[src/rtl/bp_me_stream_pump_out.sv]
// Outbound stream pump: turns producer-FSM header/data beats into BedRock stream beats
// (1:1, N:1 or 1:N by msg_type masks) through a two-entry output buffer.
// Header layout (LSB first): msg_type[3:0], addr[paddr_width_p], size[2:0], payload.
module bp_me_stream_pump_out
  #(parameter int paddr_width_p = 40
  , parameter int stream_data_width_p = 64
  , parameter int block_width_p = 512
  , parameter int payload_width_p = 32
  , parameter logic [15:0] msg_stream_mask_p = '0
  , parameter logic [15:0] fsm_stream_mask_p = msg_stream_mask_p
  , localparam int header_width = payload_width_p + 3 + paddr_width_p + 4
  , localparam int stream_words = block_width_p / stream_data_width_p
  , localparam int cnt_w = (stream_words > 1) ? $clog2(stream_words) : 1
  )
  (input  logic                           clk_i
  , input  logic                          reset_i
  , input  logic [header_width-1:0]       fsm_header_i
  , input  logic [stream_data_width_p-1:0] fsm_data_i
  , input  logic                          fsm_v_i
  , output logic                          fsm_ready_and_o
  , output logic [cnt_w-1:0]              fsm_cnt_o
  , output logic                          fsm_new_o
  , output logic                          fsm_last_o
  , output logic [header_width-1:0]       msg_header_o
  , output logic [stream_data_width_p-1:0] msg_data_o
  , output logic                          msg_v_o
  , output logic                          msg_last_o
  , input  logic                          msg_ready_and_i
  );

  localparam int stream_bytes = stream_data_width_p / 8;
  localparam int offset_w = (stream_bytes > 1) ? $clog2(stream_bytes) : 1;
  localparam int entry_w = header_width + stream_data_width_p + 1;

  typedef enum logic {e_idle, e_busy} state_e;

  state_e state_reg, state_next;
  logic [cnt_w-1:0] cnt_reg, cnt_next;
  logic [cnt_w-1:0] step_reg, step_next;

  logic [3:0] msg_type;
  logic [31:0] size_ext;
  logic [cnt_w-1:0] stream_size, first_cnt, counted_size, cur_cnt, cur_step;
  logic nz, fsm_stream, msg_stream, mode_n1, mode_1n;
  logic buf_ready, advance, enq, deq;

  logic [entry_w-1:0] mem_reg [2];
  logic [entry_w-1:0] rd_entry;
  logic wr_ptr_reg, rd_ptr_reg;
  logic [1:0] count_reg, count_next;

  assign msg_type = fsm_header_i[3:0];
  assign size_ext = 32'(fsm_header_i[4+paddr_width_p +: 3]);
  assign first_cnt = fsm_header_i[4+offset_w +: cnt_w];

  // Beats per message minus one; sizes at or below one beat collapse to a single beat.
  assign stream_size = (size_ext > 32'(offset_w))
                     ? cnt_w'((32'd1 << (size_ext - 32'(offset_w))) - 32'd1)
                     : '0;
  assign nz = (stream_size != '0);
  assign fsm_stream = fsm_stream_mask_p[msg_type] & nz;
  assign msg_stream = msg_stream_mask_p[msg_type] & nz;
  assign mode_n1 = fsm_stream & ~msg_stream;
  assign mode_1n = msg_stream & ~fsm_stream;
  assign counted_size = (fsm_stream | msg_stream) ? stream_size : '0;

  assign cur_cnt = (state_reg == e_busy) ? cnt_reg : first_cnt;
  assign cur_step = (state_reg == e_busy) ? step_reg : '0;

  assign fsm_cnt_o = cur_cnt;
  assign fsm_new_o = (state_reg == e_idle);
  assign fsm_last_o = (cur_step == counted_size);

  // Only a free slot counts as ready: no enqueue-on-dequeue when full, so no path from msg_ready.
  assign buf_ready = (count_reg != 2'd2);
  assign fsm_ready_and_o = buf_ready & (~mode_1n | fsm_last_o);
  assign advance = fsm_v_i & buf_ready;
  assign enq = advance & (~mode_n1 | fsm_last_o);
  assign deq = msg_v_o & msg_ready_and_i;

  always_comb begin
    state_next = state_reg;
    cnt_next = cnt_reg;
    step_next = step_reg;
    if (advance) begin
      if (fsm_last_o) begin
        state_next = e_idle;
      end else begin
        state_next = e_busy;
        cnt_next = (cur_cnt == cnt_w'(stream_words - 1)) ? '0 : cur_cnt + 1'b1;
        step_next = cur_step + 1'b1;
      end
    end
  end

  always_comb begin
    count_next = count_reg;
    if (enq && !deq) count_next = count_reg + 2'd1;
    else if (!enq && deq) count_next = count_reg - 2'd1;
  end

  always_ff @(posedge clk_i) begin
    if (reset_i) begin
      state_reg <= e_idle;
      cnt_reg <= '0;
      step_reg <= '0;
      count_reg <= '0;
      wr_ptr_reg <= 1'b0;
      rd_ptr_reg <= 1'b0;
    end else begin
      state_reg <= state_next;
      cnt_reg <= cnt_next;
      step_reg <= step_next;
      count_reg <= count_next;
      if (enq) wr_ptr_reg <= ~wr_ptr_reg;
      if (deq) rd_ptr_reg <= ~rd_ptr_reg;
    end
  end

  // The incoming header already carries the critical-word address and is stable per message.
  always_ff @(posedge clk_i) begin
    if (enq) mem_reg[wr_ptr_reg] <= {fsm_header_i, fsm_data_i, fsm_last_o};
  end

  assign rd_entry = mem_reg[rd_ptr_reg];
  assign msg_v_o = (count_reg != 2'd0);
  assign msg_header_o = rd_entry[entry_w-1 -: header_width];
  assign msg_data_o = rd_entry[stream_data_width_p:1];
  assign msg_last_o = msg_v_o & rd_entry[0];

endmodule

[config.mk]
export PLATFORM = sky130hd
export DESIGN_NAME = bp_me_stream_pump_out
export DESIGN_NICKNAME = d
export VERILOG_FILES = /design/src/rtl/bp_me_stream_pump_out.sv
export SDC_FILE = /design/constraint.sdc
export NUM_CORES = 1
export LEC_CHECK = 0
export BUFFER_PORTS_ARGS = -buffer_cell sky130_fd_sc_hd__buf_2
export CAP_MARGIN = 15
export CORE_UTILIZATION = 52
export DETAILED_ROUTE_END_ITERATION = 8
export GPL_ROUTABILITY_DRIVEN = 0
export PLACE_DENSITY = 0.79
export RECOVER_POWER = 50
export SETUP_SLACK_MARGIN = 0.3
export SLEW_MARGIN = 20
export SYNTH_ARGS = -nofsm -noshare
export SYNTH_HDL_FRONTEND = slang
export SYNTH_SLANG_ARGS = --single-unit
[constraint.sdc]
create_clock -name clk_i -period 5.4 [get_ports clk_i]
set_clock_uncertainty 0.2 [all_clocks]
set_input_delay 0.54 -clock clk_i [delete_from_list [all_inputs] [get_ports clk_i]]
set_output_delay 0.54 -clock clk_i [all_outputs]
set_load 0.03 [all_outputs]
==> flow_metrics.py <==
metrics = {
    "clock_network": {
        "cts.htree.levels": 1,
        "clk_latency_ns": 0.53,
        "numCtsBuffers": 29,
        "root_buffer": "sky130_fd_sc_hd__clkbuf_16",
        "clk_pin_slew_worst_paths_ns": 0.06,
        "tritoncts": "built",
        "clock-sinks": 300,
        "max-clock-path-buffers": 3,
    },
    "cells_and_area": {
        "n_antenna_cell": 0,
        "max_ffs_per_register": 288,
        "final_cell_count_no_fill": 1269,
        "layout-drive-gt1-share": 0.389,
        "area_growth_syn_to_layout_pct": 35.9,
        "final_nets": 1130,
    },
    "yosys": {
        "synthesis.nets": 677,
        "synth_top_area_frac": 0.782,
        "synthDistinctLibCells": 34,
        "post_synthesis_sequential_element_count": 300,
        "portion_of_the_post_synthesis_area_used_by_sequential_elements": 0.804,
        "synth_largest_area_cell": "sky130_fd_sc_hd__edfxtp_1",
        "synth_ff_type": "sky130_fd_sc_hd__edfxtp_1",
        "post_synth_edffs": 288,
        "yosys_warnings": 0,
        "synthArstFlopShare": 0,
        "post_synth.cell_area_avg_um2": 21.1,
        "post_synth_inst_count": 525,
        "synthTopCellsByArea": "sky130_fd_sc_hd__edfxtp_1, sky130_fd_sc_hd__mux2_2, sky130_fd_sc_hd__dfxtp_1",
        "synthesis.area_um2": 11100,
    },
    "detailed_routing": {
        "route.detailed.vias_per_inst": 5.13,
        "totalWireLength_um": 24800,
        "post_drt_wl_per_cell_um": 19.5,
        "remaining_drc_errors": 0,
        "route.antenna.remaining_nets": 0,
        "drtIter0Drc": 232,
        "via_count": 6516,
        "firstDrtPassIters": 4,
    },
    "global_routing": {
        "number_of_global_route_vias_before_repair": 7005,
        "gr-total-overflow": 0,
        "grt_start_max_net_pins": 91,
        "grt_pass1_wl_um": 37000,
        "grtUsageTotal": 0.223,
        "grt_antenna_before_repair": 0,
    },
    "status": {
        "result_of_the_run": "finished clean",
    },
    "timing": {
        "maxClockFrequency_mhz": 297,
        "setup_repair_after_global_routing_missed_its_margin": "false",
        "timing.final.max_slew_violations": 0,
        "tightest_slew_ns": 0.988,
        "finalCritPeriodShare": 0.623,
        "final_hold_viol_count": 0,
        "layout_min_cycle_time_ns": 3.36,
        "timing.setup.tns_ns": 0,
        "timing.max_slew.rel_slack": 0.341,
        "final-setup-viol-count": 0,
    },
    "place": {
        "numPlacedInstances": 1077,
        "port_buffers": 297,
        "hpwlAfterDp_um": 13400,
    },
    "pwr": {
        "vdd_ir_drop_max_uv": 292,
        "power.density_nw_per_um2": 478,
        "power.leakage_uw": 0.00543,
    },
    "die": {
        "num_rows": 52,
        "floorplan.initialDensity": 0.538,
        "num_io_pins": 298,
        "dieHeight_um": 148,
        "core_area_um2": 20600,
        "design.die.area_um2": 21800,
        "die_width_um": 148,
    },
    "flow_run": {
        "max_cap_violations": 0,
    },
    "worst_setup_path": {
        "crit_path_max_fanout": 73,
        "worst_setup_path_start_kind": "flip-flop",
        "crit_path_end_kind": "output port",
        "cp_data_required_time_ns": 4.66,
        "arrival_worst_endpoint_ns": 2.62,
        "crit_type": "reg -> out",
    },
    "min_path": {
        "hold_path_class": "in -> reg",
    },
}
## final timing paths
path,end,depth (start not counted),startpoint,slack [ns]
max,msg_header_o[37],3,flip-flop,2.04
min,mem_reg[0][72],1,fsm_header_i[7],0.07
max reg2reg,mem_reg[1][13],4,count_reg[1],2.55
min reg2reg,step_reg[1],2,step_reg[1],0.28
## routing by layer
| metal | vias to the layer above | routed length [um] | global-route usage |
|---|---|---|---|
| met5 | - | 0 | 0 |
| met4 | 0 | 483 | 0.0598 |
| met2 | 284 | 13500 | 0.422 |
| met3 | 42 | 1810 | 0.0537 |
| met1 | 3207 | 9030 | 0.249 |
| li1 | 2983 | - | - |
## layout make-up
| cell class | instances | area, um2 |
|---|---|---|
| flip-flops and latches | 300 | 8890 |
| fillers | 1290 | 5530 |
| repair buffers | 441 | 2810 |
| multi-input cells | 197 | 2000 |
| clock buffers | 38 | 779 |
| well taps | 270 | 338 |
| clock inverters | 14 | 170 |
| inverters | 9 | 40.0 |
## where the power goes
group / leakage [uW] / internal (uW) / switching, uW / total [uW]
Clock: 0.000462 / 1200 / 814 / 2020
Sequential: 0.00278 / 2910 / 149 / 3060
Combinational: 0.00218 / 739 / 1370 / 2110
## critical path, stage by stage (launching register included)
cell and delay (ns):
sky130_fd_sc_hd__dfxtp_4 0.98, sky130_fd_sc_hd__buf_12 0.42, sky130_fd_sc_hd__mux2_2 0.41, sky130_fd_sc_hd__buf_2 0.19
## synthesized netlist by cell type (2+ instances only)
cell                       number
sky130_fd_sc_hd__inv_2          2
sky130_fd_sc_hd__nand3_1        2
sky130_fd_sc_hd__xor2_1         3
sky130_fd_sc_hd__inv_1          6
sky130_fd_sc_hd__nand4_1        3
sky130_fd_sc_hd__dfxtp_1       12
sky130_fd_sc_hd__ha_1           5
sky130_fd_sc_hd__a21oi_1        6
sky130_fd_sc_hd__edfxtp_1     288
sky130_fd_sc_hd__nor3_1         2
sky130_fd_sc_hd__o21ai_0        4
sky130_fd_sc_hd__nor2_1         6
sky130_fd_sc_hd__mux2_2       146
sky130_fd_sc_hd__or3_1          2
sky130_fd_sc_hd__buf_6          2
sky130_fd_sc_hd__o31ai_1        4
sky130_fd_sc_hd__buf_4          6
sky130_fd_sc_hd__buf_2         10
## cells by family after synthesis
kind of cell	synth area share
multiplexers	0.151
XOR/XNOR	0.00238
adder cells (fa/ha/maj)	0.00566
buffers and inverters	0.0141
AND/OR/NAND/NOR	0.0110
AO/OA/AOI/OAI	0.0122
flip-flops	0.804
## cells in the final DEF, fill, tap and decap left out, types with 2 or more instances in the layout
cell type                         n
sky130_fd_sc_hd__o31ai_1          4
sky130_fd_sc_hd__edfxtp_1       288
sky130_fd_sc_hd__ha_1             5
sky130_fd_sc_hd__bufinv_16        4
sky130_fd_sc_hd__nor2b_1          2
sky130_fd_sc_hd__buf_4            2
sky130_fd_sc_hd__dlygate4sd3_1  140
sky130_fd_sc_hd__buf_2          194
sky130_fd_sc_hd__clkbuf_16       29
sky130_fd_sc_hd__clkbuf_8         2
sky130_fd_sc_hd__buf_12           2
sky130_fd_sc_hd__nand3_1          2
sky130_fd_sc_hd__clkbuf_1       109
sky130_fd_sc_hd__xor2_1           3
sky130_fd_sc_hd__inv_6            2
sky130_fd_sc_hd__nor3_1           3
sky130_fd_sc_hd__a21oi_1          6
sky130_fd_sc_hd__nor2_1           6
sky130_fd_sc_hd__mux2_2         146
sky130_fd_sc_hd__or3_1            2
sky130_fd_sc_hd__dfxtp_1         11
sky130_fd_sc_hd__inv_1            6
sky130_fd_sc_hd__nand4_1          3
sky130_fd_sc_hd__o21ai_0          4
sky130_fd_sc_hd__clkinv_2         2
sky130_fd_sc_hd__clkinv_1         6
## timing repair
item | 4_1_cts | 5_1_grt
hold buffers | 140 | 0
buffers inserted | 0 | 0
resized for setup | 0 | 0
hold endpoints to repair | 280 | 0
## through the flow
step	worst slack, ns	utilization	cell area [um2]	hold slack, ns	power [uW]
3_3_place_gp	2.41	0.624	12800	0.269	5080
5_1_grt	1.89	0.731	15000	0.0665	7430
6_report	2.04	0.731	15000	0.0729	7180
3_5_place_dp	2.39	0.624	12800	0.268	5110
4_1_cts	2.00	0.738	15200	0.00778	7180
2_1_floorplan	0.499	-	11100	0.245	4580
No activity file was read; power rests on OpenSTA's default activity.
